## src/rtl/calc_pkg.sv

```systemverilog
// ============================================================================
// Module   : calc_pkg
// Purpose  : Shared key-code types, scanner state encoding and keypad layout.
// Revision : 1.0
// ============================================================================
`default_nettype none

package calc_pkg;

    localparam int KEY_W = 5;
    localparam logic [KEY_W-1:0] KEY_NONE = 5'b11111;

    typedef enum logic [2:0] {
        IDLE     = 3'd0,
        DEBOUNCE = 3'd1,
        EMIT     = 3'd2,
        HOLD     = 3'd3,
        RELEASE  = 3'd4
    } scan_state_e;

    typedef enum logic [1:0] {
        SCAN_NONE   = 2'd0,
        SCAN_SINGLE = 2'd1,
        SCAN_MULTI  = 2'd2
    } scan_result_e;

    typedef struct packed {
        scan_result_e result;
        logic [3:0]   index;
    } scan_eval_t;

    // Key index = col*4 + row; the downstream register/ALU control decodes these.
    localparam logic [3:0] KEY_IDX_1   = 4'd0;
    localparam logic [3:0] KEY_IDX_4   = 4'd1;
    localparam logic [3:0] KEY_IDX_7   = 4'd2;
    localparam logic [3:0] KEY_IDX_CLR = 4'd3;
    localparam logic [3:0] KEY_IDX_2   = 4'd4;
    localparam logic [3:0] KEY_IDX_5   = 4'd5;
    localparam logic [3:0] KEY_IDX_8   = 4'd6;
    localparam logic [3:0] KEY_IDX_0   = 4'd7;
    localparam logic [3:0] KEY_IDX_3   = 4'd8;
    localparam logic [3:0] KEY_IDX_6   = 4'd9;
    localparam logic [3:0] KEY_IDX_9   = 4'd10;
    localparam logic [3:0] KEY_IDX_EQ  = 4'd11;
    localparam logic [3:0] KEY_IDX_ADD = 4'd12;
    localparam logic [3:0] KEY_IDX_SUB = 4'd13;
    localparam logic [3:0] KEY_IDX_MUL = 4'd14;
    localparam logic [3:0] KEY_IDX_DIV = 4'd15;

    function automatic scan_eval_t eval_snapshot(input logic [15:0] snap);
        scan_eval_t  r;
        int unsigned n;
        r.result = SCAN_NONE;
        r.index  = 4'd0;
        n        = 0;
        for (int i = 0; i < 16; i++) begin
            if (!snap[i]) begin
                n++;
                r.index = 4'(i);
            end
        end
        if (n == 1) begin
            r.result = SCAN_SINGLE;
        end else if (n > 1) begin
            r.result = SCAN_MULTI;
        end
        return r;
    endfunction

endpackage

`default_nettype wire

```

## src/rtl/keypad_row_sync.sv

```systemverilog
// ============================================================================
// Module   : keypad_row_sync
// Purpose  : Two-flop synchronizer for the pulled-up keypad rows (idles high).
// Revision : 1.0
// ============================================================================
`default_nettype none

module keypad_row_sync #(
    parameter int WIDTH = 4
) (
    input  logic             clock,
    input  logic             reset,
    input  logic [WIDTH-1:0] async_i,
    output logic [WIDTH-1:0] sync_o
);

    logic [WIDTH-1:0] meta_q;
    logic [WIDTH-1:0] sync_q;

    always_ff @(posedge clock) begin
        if (reset) begin
            meta_q <= '1;
            sync_q <= '1;
        end else begin
            meta_q <= async_i;
            sync_q <= meta_q;
        end
    end

    assign sync_o = sync_q;

endmodule

`default_nettype wire

```

## src/rtl/keypad_scanner.sv

```systemverilog
// ============================================================================
// Module   : keypad_scanner
// Purpose  : 4x4 active-low keypad scan + debounce, one key code per press.
//            Define KEYPAD_REPEAT_EN to re-emit a held key every REPEAT_SCANS.
// Revision : 1.0
// ============================================================================
`default_nettype none

module keypad_scanner
    import calc_pkg::*;
#(
    parameter int SCAN_DIV       = 1000,
    parameter int DEBOUNCE_SCANS = 4,
    parameter int REPEAT_SCANS   = 64
) (
    input  logic             clock,
    input  logic             reset,
    input  logic [3:0]       row,
    output logic [3:0]       col,
    output logic [KEY_W-1:0] key_code,
    output logic             key_valid,
    output logic             key_held
);

    localparam int DIV_W = $clog2(SCAN_DIV);
    localparam int CNT_W = $clog2(DEBOUNCE_SCANS + 1);

    logic [3:0]       w_row_sync;
    logic             w_tick;
    logic             w_scan_end;
    scan_eval_t       w_eval;

    logic [DIV_W-1:0] div_q, div_d;
    logic [1:0]       col_idx_q, col_idx_d;
    logic [3:0]       col_q, col_d;
    logic [15:0]      snap_q, snap_d;
    scan_state_e      state_q, state_d;
    logic [3:0]       cand_q, cand_d;
    logic [CNT_W-1:0] stable_cnt_q, stable_cnt_d;
    logic [CNT_W-1:0] rel_cnt_q, rel_cnt_d;
    logic [KEY_W-1:0] key_code_q, key_code_d;
    logic             key_valid_q, key_valid_d;
    logic             key_held_q, key_held_d;

    keypad_row_sync #(.WIDTH(4)) u_row_sync (
        .clock   (clock),
        .reset   (reset),
        .async_i (row),
        .sync_o  (w_row_sync)
    );

    assign w_tick     = (div_q == DIV_W'(SCAN_DIV - 1));
    assign w_scan_end = w_tick && (col_idx_q == 2'd3);

    always_comb begin
        div_d     = w_tick ? '0 : div_q + DIV_W'(1);
        col_idx_d = w_tick ? col_idx_q + 2'd1 : col_idx_q;
        col_d     = ~(4'b0001 << col_idx_d);
        snap_d    = snap_q;
        if (w_tick) begin
            snap_d[{col_idx_q, 2'b00} +: 4] = w_row_sync;
        end
    end

    // Evaluate including the column captured on this same tick.
    assign w_eval = eval_snapshot(snap_d);

`ifdef KEYPAD_REPEAT_EN
    localparam int RPT_W = $clog2(REPEAT_SCANS + 1);
    logic [RPT_W-1:0] rpt_cnt_q, rpt_cnt_d;

    always_ff @(posedge clock) begin
        if (reset) begin
            rpt_cnt_q <= '0;
        end else begin
            rpt_cnt_q <= rpt_cnt_d;
        end
    end
`else
    logic [31:0] unused_repeat_scans;
    assign unused_repeat_scans = REPEAT_SCANS;
`endif

    always_comb begin
        state_d      = state_q;
        cand_d       = cand_q;
        stable_cnt_d = stable_cnt_q;
        rel_cnt_d    = rel_cnt_q;
`ifdef KEYPAD_REPEAT_EN
        rpt_cnt_d    = rpt_cnt_q;
`endif
        unique case (state_q)
            IDLE: begin
                if (w_scan_end && (w_eval.result == SCAN_SINGLE)) begin
                    cand_d       = w_eval.index;
                    stable_cnt_d = CNT_W'(1);
                    state_d      = (DEBOUNCE_SCANS == 1) ? EMIT : DEBOUNCE;
                end
            end
            DEBOUNCE: begin
                if (w_scan_end) begin
                    if ((w_eval.result == SCAN_SINGLE) && (w_eval.index == cand_q)) begin
                        stable_cnt_d = stable_cnt_q + CNT_W'(1);
                        if (stable_cnt_d == CNT_W'(DEBOUNCE_SCANS)) begin
                            state_d = EMIT;
                        end
                    end else begin
                        state_d = IDLE;
                    end
                end
            end
            EMIT: begin
                state_d = HOLD;
            end
            HOLD: begin
                if (w_scan_end) begin
                    if (w_eval.result == SCAN_NONE) begin
                        rel_cnt_d = CNT_W'(1);
                        state_d   = (DEBOUNCE_SCANS == 1) ? IDLE : RELEASE;
                    end
`ifdef KEYPAD_REPEAT_EN
                    if ((w_eval.result == SCAN_SINGLE) && (w_eval.index == cand_q)) begin
                        rpt_cnt_d = rpt_cnt_q + RPT_W'(1);
                        if (rpt_cnt_d == RPT_W'(REPEAT_SCANS)) begin
                            state_d   = EMIT;
                            rpt_cnt_d = '0;
                        end
                    end else begin
                        rpt_cnt_d = '0;
                    end
`endif
                end
            end
            RELEASE: begin
                if (w_scan_end) begin
                    if (w_eval.result == SCAN_NONE) begin
                        rel_cnt_d = rel_cnt_q + CNT_W'(1);
                        if (rel_cnt_d == CNT_W'(DEBOUNCE_SCANS)) begin
                            state_d = IDLE;
                        end
                    end else begin
                        state_d = HOLD;
                    end
                end
            end
            default: state_d = IDLE;
        endcase
    end

    // Outputs are decoded from the next state so they align with state_q.
    always_comb begin
        key_valid_d = (state_d == EMIT);
        key_code_d  = key_valid_d ? {1'b0, cand_d} : KEY_NONE;
        key_held_d  = (state_d == HOLD) || (state_d == RELEASE);
    end

    always_ff @(posedge clock) begin
        if (reset) begin
            div_q        <= '0;
            col_idx_q    <= 2'd0;
            col_q        <= 4'b1110;
            snap_q       <= '1;
            state_q      <= IDLE;
            cand_q       <= 4'd0;
            stable_cnt_q <= '0;
            rel_cnt_q    <= '0;
            key_code_q   <= KEY_NONE;
            key_valid_q  <= 1'b0;
            key_held_q   <= 1'b0;
        end else begin
            div_q        <= div_d;
            col_idx_q    <= col_idx_d;
            col_q        <= col_d;
            snap_q       <= snap_d;
            state_q      <= state_d;
            cand_q       <= cand_d;
            stable_cnt_q <= stable_cnt_d;
            rel_cnt_q    <= rel_cnt_d;
            key_code_q   <= key_code_d;
            key_valid_q  <= key_valid_d;
            key_held_q   <= key_held_d;
        end
    end

    assign col       = col_q;
    assign key_code  = key_code_q;
    assign key_valid = key_valid_q;
    assign key_held  = key_held_q;

endmodule

`default_nettype wire

```

## config.mk

```make
export PLATFORM = sky130hd
export DESIGN_NAME = keypad_scanner
export DESIGN_NICKNAME = d
export VERILOG_FILES = /design/src/rtl/calc_pkg.sv /design/src/rtl/keypad_row_sync.sv /design/src/rtl/keypad_scanner.sv
export SDC_FILE = /design/constraint.sdc
export NUM_CORES = 1
export LEC_CHECK = 0
export BUFFER_PORTS_ARGS = -buffer_cell sky130_fd_sc_hd__buf_2
export CORE_ASPECT_RATIO = 0.75
export CORE_MARGIN = 4
export CORE_UTILIZATION = 25
export CTS_BUF_LIST = sky130_fd_sc_hd__clkbuf_8 sky130_fd_sc_hd__clkbuf_16
export CTS_CLUSTER_SIZE = 10
export DETAILED_ROUTE_END_ITERATION = 12
export PLACE_DENSITY = 0.41
export SETUP_SLACK_MARGIN = 0.5
export SYNTH_ARGS = -nofsm -noshare
export SYNTH_HDL_FRONTEND = slang
export SYNTH_SLANG_ARGS = --single-unit
export TNS_END_PERCENT = 1
```

## constraint.sdc

```tcl
create_clock -name clock -period 24 [get_ports clock]
set_input_delay 4.8 -clock clock [delete_from_list [all_inputs] [get_ports clock]]
set_output_delay 4.8 -clock clock [all_outputs]
set_load 0.1 [all_outputs]
```

; ---- Yosys cells after proc, flatten, opt, wreduce, memory -nomap -nowiden
; Index checks and enable logic that the tools add are counted.
[op_classes]
n_addsub = 20
multipliers = 0
n_div = 0
order_cmp = 1
n_eq_ne = 21
shifts = 3
mux = 58
bitwise = 2
n_reduce_logical = 12
[op_table]
columns = cell, n
row1 = 32-bit by 1-bit adder with 32-bit output (second input constant), 15
row2 = 32-bit 2-to-1 mux, 15
row3 = 4-bit 2-to-1 mux, 16
row4 = 3-bit 2-to-1 mux, 16
row5 = 32-bit by 1-bit equality test with 1-bit output (second input constant), 1
row6 = 32-bit by 1-bit greater-than comparator with 1-bit output (second input constant), 1
row7 = 16-bit bitwise mux, 1
row8 = 16-bit 2-to-1 mux, 1
row9 = 4-bit by 6-bit variable shift with 16-bit output (first input constant), 1
row10 = 4-bit by 6-bit variable part select with 16-bit output, 1
row11 = 3-bit one-hot mux with 5 select lines, 1
row12 = 2-bit inequality test (second input constant), 7
row13 = 3-bit by 2-bit equality test with 1-bit output (second input constant), 4
row14 = 3-bit equality test (second input constant), 4
row15 = 3-bit one-hot mux with 2 select lines, 2
row16 = 10-bit by 1-bit adder with 10-bit output (second input constant), 1
row17 = 10-bit equality test (second input constant), 1
row18 = 3-bit by 1-bit adder with 3-bit output (second input constant), 2
row19 = 2-bit 2-to-1 mux, 3
row20 = 4-bit negator with 6-bit output, 1
row21 = 5-bit 2-to-1 mux, 1
row22 = 5-bit AND reduction, 1
row23 = 4-bit equality test, 1
row24 = 4-bit inverter, 1
row25 = 14 further kinds, 19
[word_totals]
reg_bits = 60
latch_bits = 0
ram_bits = 0
rom_bits = 0
inputBits = 6
n_memories = 0

; ---- Depth between registers and ports, before layout
; Gate-level depths: netlist (run 1).
[logic_depth]
depth_word = 46
mapped_depth = 63
depth_no_buf = 61

; ---- Modules after synthesis
; Synthesis (run 1) repeated with hierarchy kept, for this count alone.
[unflattened]
hier_cells = 589
area_unflattened_um2 = 4788.3
[by_module_without_submodules]
columns = module, instances, cells_per_inst, area_each_um2, seq_area_each_um2
row1 = keypad_scanner, 1, 573, 4578.1, 1041.0
row2 = keypad_row_sync, 1, 16, 210.2, 160.2

; ---- Worst setup path before layout (run 1)
; OpenSTA, ideal clock, no wires.
[synth_timing]
path_type = register -> register
from = register col_idx_q[0]
to = register cand_q[0]
setup_ns = 0.065
arrival_ns = 11.092
required_time_ns = 23.935
path_slack_ns = 12.843
stages_incl_launch_ff = 62
path_buffers = 2
synth_period_minus_slack_ns = 11.157
path_cell_list = dfxtp_1 -> clkbuf_1 -> inv_1 -> ha_1 -> nor2_1 -> nand2_1 -> nor2_1 -> a21oi_1 -> ha_1 -> buf_1 -> inv_1 -> nand2_1 -> o211ai_1 -> ha_1 -> nor2_1 -> o21bai_1 -> inv_1 -> ha_1 -> [26 not listed] -> ha_1 -> mux2i_1 -> a21oi_1 -> ha_1 -> mux2_2 -> ha_1 -> nand2_1 -> nor2_1 -> and4_1 -> a21boi_0 -> mux2i_1 -> o31a_1 -> xor2_1 -> o22a_1 -> or4b_4 -> a211oi_4 -> mux2_4 -> nor2_1
[synth_between]
elab_chain_len = 42
word_cells_on_any_way = 61
cone_classes = 16 x add/sub / 1 x order compare / 3 x eq/ne / 2 x shift / 37 x mux / 2 x reduce/logical
[synth_rtl]
columns = item, line_no
row1 = start: declaration, keypad_scanner.sv:34  ; logic [1:0] col_idx_q, col_idx_d;
row2 = start signal: assignment, keypad_scanner.sv:172  ; col_idx_q <= col_idx_d;
row3 = 4-bit negator with 6-bit output, keypad_scanner.sv:61  ; snap_d[{col_idx_q, 2'b00} +: 4] = w_row_sync;
row4 = 4-bit by 6-bit variable part select with 16-bit output or 4-bit by 6-bit variable shift with 16-bit output (tied branches), keypad_scanner.sv:61
row5 = 16-bit bitwise mux, keypad_scanner.sv:61
row6 = 16-bit 2-to-1 mux, keypad_scanner.sv:60  ; if (w_tick) begin
row7 = 1-bit 2-to-1 mux, calc_pkg.sv:57  ; if (!snap[i]) begin
row8 = 32-bit by 1-bit adder with 32-bit output, calc_pkg.sv:58  ; n++;
row9 = 32-bit 2-to-1 mux, calc_pkg.sv:57
row10 = 32-bit by 1-bit adder with 32-bit output, calc_pkg.sv:58
row11 = [26 not listed], -
row12 = 32-bit 2-to-1 mux, calc_pkg.sv:57
row13 = 32-bit by 1-bit greater-than comparator with 1-bit output, calc_pkg.sv:64  ; end else if (n > 1) begin
row14 = 2-bit 2-to-1 mux, calc_pkg.sv:64
row15 = 2-bit 2-to-1 mux, calc_pkg.sv:62  ; if (n == 1) begin
row16 = 2-bit by 1-bit equality test with 1-bit output, keypad_scanner.sv:94  ; if (w_scan_end && (w_eval.result == SCAN_SINGLE)) begin
row17 = 1-bit logical AND, keypad_scanner.sv:94
row18 = 4-bit 2-to-1 mux *, keypad_scanner.sv:94
row19 = 4-bit 2-to-1 mux *, keypad_scanner.sv:92  ; unique case (state_q)
row20 = end signal: assignment, keypad_scanner.sv:176  ; cand_q <= cand_d;
row21 = end: declaration, keypad_scanner.sv:38  ; logic [3:0] cand_q, cand_d;
; Every way passes the cells marked *; elsewhere a longest branch is shown, timed or not.
; A chain may end at the register's enable or synchronous reset.

; ---- Final worst setup path (run 1)
[layout_timing]
from = register col_idx_q[0]
to = register key_code_q[3] (netlist: key_code[3])
[layout_between]
elab_chain_len = 46
word_cells_on_any_way = 75
cone_classes = 16 x add/sub / 1 x order compare / 5 x eq/ne / 2 x shift / 45 x mux / 1 x bitwise / 5 x reduce/logical
[layout_rtl]
columns = item, line_no
row1 = 4-bit negator with 6-bit output, keypad_scanner.sv:61
row2 = 4-bit by 6-bit variable part select with 16-bit output or 4-bit by 6-bit variable shift with 16-bit output (tied branches), keypad_scanner.sv:61
row3 = 16-bit bitwise mux, keypad_scanner.sv:61
row4 = 16-bit 2-to-1 mux, keypad_scanner.sv:60
row5 = 1-bit 2-to-1 mux, calc_pkg.sv:57
row6 = 32-bit by 1-bit adder with 32-bit output, calc_pkg.sv:58
row7 = 32-bit 2-to-1 mux, calc_pkg.sv:57
row8 = 32-bit by 1-bit adder with 32-bit output, calc_pkg.sv:58
row9 = [30 not listed], -
row10 = 2-bit by 1-bit equality test with 1-bit output, "keypad_scanner.sv:94, keypad_scanner.sv:102"
row11 = 1-bit logical AND, keypad_scanner.sv:102  ; if ((w_eval.result == SCAN_SINGLE) && (w_eval.index == cand_q)) begin
row12 = 3-bit 2-to-1 mux, keypad_scanner.sv:102
row13 = 3-bit 2-to-1 mux, keypad_scanner.sv:101  ; if (w_scan_end) begin
row14 = 3-bit one-hot mux with 5 select lines, keypad_scanner.sv:92
row15 = 3-bit by 2-bit equality test with 1-bit output, keypad_scanner.sv:152  ; key_valid_d = (state_d == EMIT);
row16 = 1-bit inverter (no source line), -
row17 = 2-bit OR reduction (no source line), -
row18 = end signal: assignment, keypad_scanner.sv:179  ; key_code_q <= key_code_d;
row19 = end: declaration, keypad_scanner.sv:41  ; logic [KEY_W-1:0] key_code_q, key_code_d;
; Parallel ways exist; a longest one is shown, timed or not.

==> results of run 1 <==
==> cell families after synthesis <==
group	count (synthesis)	synth area share, %
mux	24	5.52
flops	60	25.0
fa+ha+maj	26	6.72
xor+xnor	58	13.3
buf+inv	49	4.09
simple gates	233	26.4
compound gates	131	18.9
==> cell usage after synthesis, types with 16 or more instances <==
| master | n | area share [%] |
|---|---|---|
| a21oi_1 | 35 | 3.6 |
| dfxtp_1 | 60 | 25 |
| ha_1 | 25 | 6.5 |
| inv_1 | 26 | 2.0 |
| mux2i_1 | 16 | 3.3 |
| nand2_1 | 55 | 4.3 |
| nand2b_1 | 18 | 2.3 |
| nor2_1 | 46 | 3.6 |
| nor3_1 | 19 | 2.0 |
| o21ai_0 | 21 | 2.2 |
| xnor2_1 | 29 | 5.3 |
| xor2_1 | 18 | 3.3 |
==> power groups by stage <==
stage	clock [uW]	combinational, uW	sequential, uW
after floorplan	0	3.97	104
after global placement	0	4.95	104
after detailed placement	0	4.96	104
after CTS	120	4.99	102
after global routing	124	5.59	103
final	115	4.92	102
==> cell type report <==
| class | instances | area, sq um |
|---|---|---|
| inverters | 29 | 109 |
| well taps | 247 | 309 |
| clock buffers | 11 | 253 |
| flip-flops and latches | 60 | 1200 |
| clock inverters | 4 | 17.5 |
| multi-input cells | 472 | 3410 |
| fillers | 1972 | 13300 |
| repair buffers | 19 | 103 |
==> routing by layer <==
layer / routed length [um] / share of wire, % / global-route usage, % / vias up
li1: - / - / - / 2118
met1: 6820 / 57 / 18.7 / 1941
met2: 4610 / 38 / 15.4 / 64
met3: 380 / 3.2 / 1.26 / 11
met4: 159 / 1.3 / 3.86 / 0
met5: 0 / 0 / 0 / -
==> through the flow <==
step	util (%)	area, sq um	power (uW)	hold WS (ns)	std cells
2_1_floorplan	-	4810	108	0.389	581
3_3_place_gp	27.5	5130	109	0.390	827
3_5_place_dp	27.5	5130	109	0.397	827
4_1_cts	28.9	5400	227	0.408	842
5_1_grt	28.9	5400	232	0.421	842
6_report	28.9	5400	223	0.404	842
==> layout by cell type (no fill, tap or decap), types with 9 or more instances in the layout <==
cell / Yosys / layout
dfxtp_1: 60 / 60
nand2_1: 55 / 55
or3_1: 10 / 10
o21ai_0: 21 / 21
xnor2_1: 29 / 29
inv_1: 26 / 28
buf_2: 4 / 16
nand2b_1: 18 / 18
or2_2: 15 / 15
ha_1: 25 / 25
a21oi_1: 35 / 35
nor3_1: 19 / 19
xor2_1: 18 / 18
clkbuf_16: 0 / 9
mux2i_1: 16 / 16
and3_1: 11 / 11
nor2_1: 46 / 46
==> registers in the layout (all words and copies together) (netlist names) <==
signal / cells
col: 4
rel_cnt_q: 3
state_q: 3
div_q: 10
key_valid: 1
key_held: 1
col_idx_q: 2
u_row_sync.meta_q: 4
cand_q: 4
stable_cnt_q: 3
snap_q: 16
u_row_sync.sync_o: 4
key_code: 5
==> worst paths after layout <==
kind | endpoint | depth (start not counted) | slack [ns] | startpoint
worst max-delay path | key_code[3] | 56 | 11.30 | col_idx_q[0]
worst min-delay path | u_row_sync.sync_o[3] | 1 | 0.40 | u_row_sync.meta_q[3]
worst min register to register | u_row_sync.sync_o[3] | 1 | 0.40 | u_row_sync.meta_q[3]
worst max register to register | key_code[3] | 56 | 11.30 | col_idx_q[0]
==> worst max-delay path: cells and delay by family (launching register included) <==
kind | cells | cell delay [ns]
AO/OA/AOI/OAI | 17 | 3.40
XOR/XNOR | 1 | 0.20
adder cells (fa/ha/maj) | 12 | 3.59
buffers and inverters | 5 | 0.49
flip-flops | 1 | 0.49
multiplexers | 5 | 0.92
AND/OR/NAND/NOR | 16 | 3.49
==> summary.md, run 1 <==
| Metric | Value |
|---|---|
| Synthesis-stage register bit count | 60 |
| Outcome | finished, final reports clean |
| Sequential element share of the synthesized area | 25.0% |
| Slowest stage cell, crit path | or4b_4 |
| FP Rows | 43 |
| DIE AREA | 21,500 sq um |
| F_max | 0.0788 GHz |
| Async SR Flop Fraction | 0% |
| Startpoint type of the worst setup path | flop |
| Max-slew violation count | 0 |
| PortBufs | 16 |
| Clock sinks | 60 |
| Initial antenna violation count | 0 |
| Die height | 128 um |
| Worst Path Class, Setup | flop to flop |
| Tightest Pin Transition | 0.879 ns |
| Unrepaired setup endpoints after global routing | false |
| Vias in the first global route | 3,876 |
| Antenna cells | 0 |
| Setup crit end kind | flop |
| Post-CTS sizing | 0 |
| Core ar. | 18,700 sq um |
| Period minus WS final | 12.70 ns |
| Most common cell on crit path | ha_1 |
| Avg Vias per Cell | 4.91 |
| Area Growth Syn to Fin | 12.4% |
| # IOs | 17 |
| CTS clock-pin slew for the worst setup and hold paths | 0.05 ns |
| Int Power | 177 uW |
| Residual DRC | 0 |
| Leakage dissipation | 0.00213 uW |
| Rel. slew slack | 40.9% |
| Root buffer cell | clkbuf_16 |
| Largest net degree at the start of global routing | 49 |
| Hold_buf cts | 0 |
| Die W | 168 um |
| Sequential Power Share | 46.0% |
| Crit-path max cell delay | 0.61 ns |
| Comb power frac | 2.2% |
| Initial Util | 25.7% |
| Gate Count Post-Synth | 581 |
| Sw Share | 20.6% |
| Total negative slack | 0 ns |
| # Post-CTS Setup Buffers | 0 |
| Power share of the clock group | 51.8% |
| Power density over the cells | 41.2 nW/um^2 |
| TritonCTS clock tree | yes |
| Data required, critical path | 24.20 ns |
| Fin. Hold Viols | 0 |
| Max-cap violations | 0 |
| CP max FO | 10 |
| Final WL | 12.0 mm |
| Syn. warnings | 0 |
| Netlist area before placement | 4810 sq um |
| EDFF count, synth | 0 |
| Total track usage | 11.5% |
| First-pass GRT wire length | 20.4 mm |
| Final Wtd Congestion | 0.859 |
| Synth Flop Type | dfxtp_1 |
| Switching pwr | 46.0 uW |
| Iter 0 DRT Violations | 267 |
| CTS Buf Count | 9 |
| Htree depth | 3 |
| Clock skew | 0.00459 ns |
| Share of layout cells above drive strength 1 | 12.6% |
| Fin nets | 622 |
| Grt ovf | 0 |
| Dpl hpwl | 9.38 mm |
| Number of distinct library cells after synthesis | 79 |
| WL/cell | 14.2 um |
| Crit path DAT | 12.90 ns |
| Worst setup margin | 11.30 ns |
| Worst vdd ir | 0.0000337 V |
| Period utilisation layout | 52.9% |
| DP Worst Slack | 11.34 ns |
| Routed vias | 4,134 |
| Max Root-Sink Buffers | 2 |
| Initial DRT Pass Iterations | 4 |
| Hold WC Path Type | flop to flop |
| Antenna-violating nets left | 0 |
| Synthesized area per cell | 8.27 sq um |
| Post-Syn Nets | 612 |
| Clk_lat worst skew | 0.32 ns |
| Final setup fails | 0 |
(Power assumes the default switching activity.)
==> run 2: changes to the inputs <==
==> constraint.sdc (replaced) <==
create_clock -name clock -period 12.9 [get_ports clock]
set_input_delay 2.58 -clock clock [delete_from_list [all_inputs] [get_ports clock]]
set_output_delay 2.58 -clock clock [all_outputs]
set_load 0.1 [all_outputs]
==> summary.md, run 2 (synthesis gave the netlist of run 1 again) <==
| Metric | Value |
|---|---|
| CTS clock-pin slew for the worst setup and hold paths | 0.05 ns (about the same) |
| Initial DRT Pass Iterations | 4 (unchanged) |
| Fin nets | 633 (was 622) |
| Final setup fails | 0 (unchanged) |
| Grt ovf | 0 (unchanged) |
| Worst setup margin | 1.28 ns (was 11.30 ns) |
| Worst Path Class, Setup | flop to flop (unchanged) |
| Max-slew violation count | 0 (unchanged) |
| Period minus WS final | 11.62 ns (was 12.70 ns) |
| Tightest Pin Transition | 0.834 ns (was 0.879 ns) |
| DIE AREA | 21,500 sq um (unchanged) |
| # IOs | 17 (unchanged) |
| Total track usage | 11.4% (was 11.5%) |
| Setup crit end kind | flop (unchanged) |
| Clock sinks | 60 (unchanged) |
| Data required, critical path | 13.15 ns (was 24.20 ns) |
| Area Growth Syn to Fin | 15.5% (was 12.4%) |
| DP Worst Slack | 0.258 ns (was 11.34 ns) |
| Startpoint type of the worst setup path | flop (unchanged) |
| F_max | 0.0861 GHz (was 0.0788 GHz) |
| Vias in the first global route | 3,929 (was 3,876) |
| Total Power | 407 uW (was 223 uW) |
| Max-cap violations | 0 (unchanged) |
| Core ar. | 18,700 sq um (unchanged) |
| Final Wtd Congestion | 0.859 (about the same) |
| Initial Util | 25.7% (unchanged) |
| Antenna-violating nets left | 0 (unchanged) |
| Int Power | 322 uW (was 177 uW) |
| CP max FO | 10 (unchanged) |
| Clk_lat worst skew | 0.32 ns (about the same) |
| Htree depth | 3 (unchanged) |
| Max Root-Sink Buffers | 2 (unchanged) |
| Root buffer cell | clkbuf_16 (unchanged) |
| Share of layout cells above drive strength 1 | 16.9% (was 12.6%) |
| Worst vdd ir | 0.0000633 V (was 0.0000337 V) |
| Final instance area | 5550 sq um (was 5400 sq um) |
| TritonCTS clock tree | yes (unchanged) |
| Die W | 168 um (unchanged) |
| Hold WC Path Type | flop to flop (unchanged) |
| Switching pwr | 84.9 uW (was 46.0 uW) |
| Outcome | finished, final reports clean (unchanged) |
| Leakage dissipation | 0.00220 uW (was 0.00213 uW) |
| Clock skew | 0.00594 ns (was 0.00459 ns) |
| Fin. Hold Viols | 0 (unchanged) |
| Hold Path Cell Cnt | 1 (unchanged) |
| Rel. slew slack | 44.0% (was 40.9%) |
| Total negative slack | 0 ns (unchanged) |
| Period utilisation layout | 90.1% (was 52.9%) |
| R2R depth | 58 (was 56) |
| Dpl cell area | 5130 sq um (unchanged) |
| Initial antenna violation count | 0 (unchanged) |
| FP Rows | 43 (unchanged) |
| Reg with most FFs | snap_q (unchanged) |
| Most common cell after layout, fill and taps aside | dfxtp_1 (unchanged) |
| Unrepaired setup endpoints after global routing | false (unchanged) |
| Power share of the clock group | 51.0% (was 51.8%) |
| Antenna cells | 0 (unchanged) |
| First-pass GRT wire length | 20.4 mm (about the same) |
| Dpl hpwl | 9.34 mm (was 9.38 mm) |
| Crit path DAT | 11.87 ns (was 12.90 ns) |
| Sw Share | 20.8% (was 20.6%) |
| Largest net degree at the start of global routing | 49 (unchanged) |
| PortBufs | 16 (unchanged) |
| Slowest stage cell, crit path | or4b_4 (unchanged) |
| CTS Buf Count | 9 (unchanged) |
| Crit-path max cell delay | 0.60 ns (was 0.61 ns) |
| Routed vias | 4,181 (was 4,134) |
| Iter 0 DRT Violations | 282 (was 267) |
| WL/cell | 14.0 um (was 14.2 um) |
| Sequential Power Share | 46.7% (was 46.0%) |
| Final WL | 12.0 mm (about the same) |
| Comb power frac | 2.2% (about the same) |
| Most common cell on crit path | ha_1 (unchanged) |
| Residual DRC | 0 (unchanged) |
| Die height | 128 um (unchanged) |
| Power density over the cells | 73.4 nW/um^2 (was 41.2 nW/um^2) |
| Avg Vias per Cell | 4.91 (about the same) |
| Commonest cells after routing, fill and taps aside | dfxtp_1 (59), nand2_1 (55), nor2_1 (44), a21oi_1 (32), xnor2_1 (28) (was dfxtp_1 (60), nand2_1 (55), nor2_1 (46), a21oi_1 (35), xnor2_1 (29)) |
| Largest register FFs | 16 (unchanged) |
[run 2: critical path, delay by kind of cell (launching register included)]
kind                     cells  cell delay [ns]
XOR/XNOR                     1             0.19
AND/OR/NAND/NOR             15             2.91
multiplexers                 5             1.00
adder cells (fa/ha/maj)     12             3.60
flip-flops                   1             0.39
AO/OA/AOI/OAI               18             2.69
buffers and inverters        7             0.76
[run 2: through the flow]
stage | std cells | util (%) | hold slack (ns)
floorplan | 581 | - | 0.389
global placement | 827 | 27.5 | 0.391
detailed placement | 827 | 27.5 | 0.397
CTS | 841 | 29.0 | 0.409
global route | 852 | 29.7 | 0.416
finish | 852 | 29.7 | 0.405
[run 2: timing repair]
action,4_1_cts,5_1_grt
gates resized for setup,4,20
setup buffers,0,11
pin swaps,0,7
setup endpoints to repair,14,20
hold buffers,0,0
gates cloned,0,0
[run 2: routing by layer]
metal	vias to the layer above	global-route usage [%]	part of all wire, %
met2	47	15.7	39
met1	1988	18.3	57
met4	0	3.77	1.3
met5	-	0	0
met3	11	1.17	3.0
li1	2135	-	-
[run 2: final cells by class]
cell class                      count  area (sq um)
Clock buffer                       10           239
Clock inverter                      4          18.8
Fill cell                        1969         13100
Inverter                           29           109
Multi-Input combinational cell    472          3490
Sequential cell                    60          1200
Tap cell                          247           309
Timing Repair Buffer               30           185
[run 2: worst paths after layout]
kind	startpoint	end	slack [ns]
worst max-delay path	col_idx_q[0]	cand_q[0]	1.28
worst min-delay path	u_row_sync.meta_q[3]	u_row_sync.sync_o[3]	0.40
worst max register to register	col_idx_q[0]	cand_q[0]	1.28
worst min register to register	u_row_sync.meta_q[3]	u_row_sync.sync_o[3]	0.40
[run 2: power by group through the flow]
stage	clock (uW)	sequential, uW	combinational [uW]
after floorplan	0	193	7.39
after global placement	0	194	9.20
after detailed placement	0	194	9.22
after CTS	215	191	9.32
after global routing	224	191	10.5
final	208	190	9.08
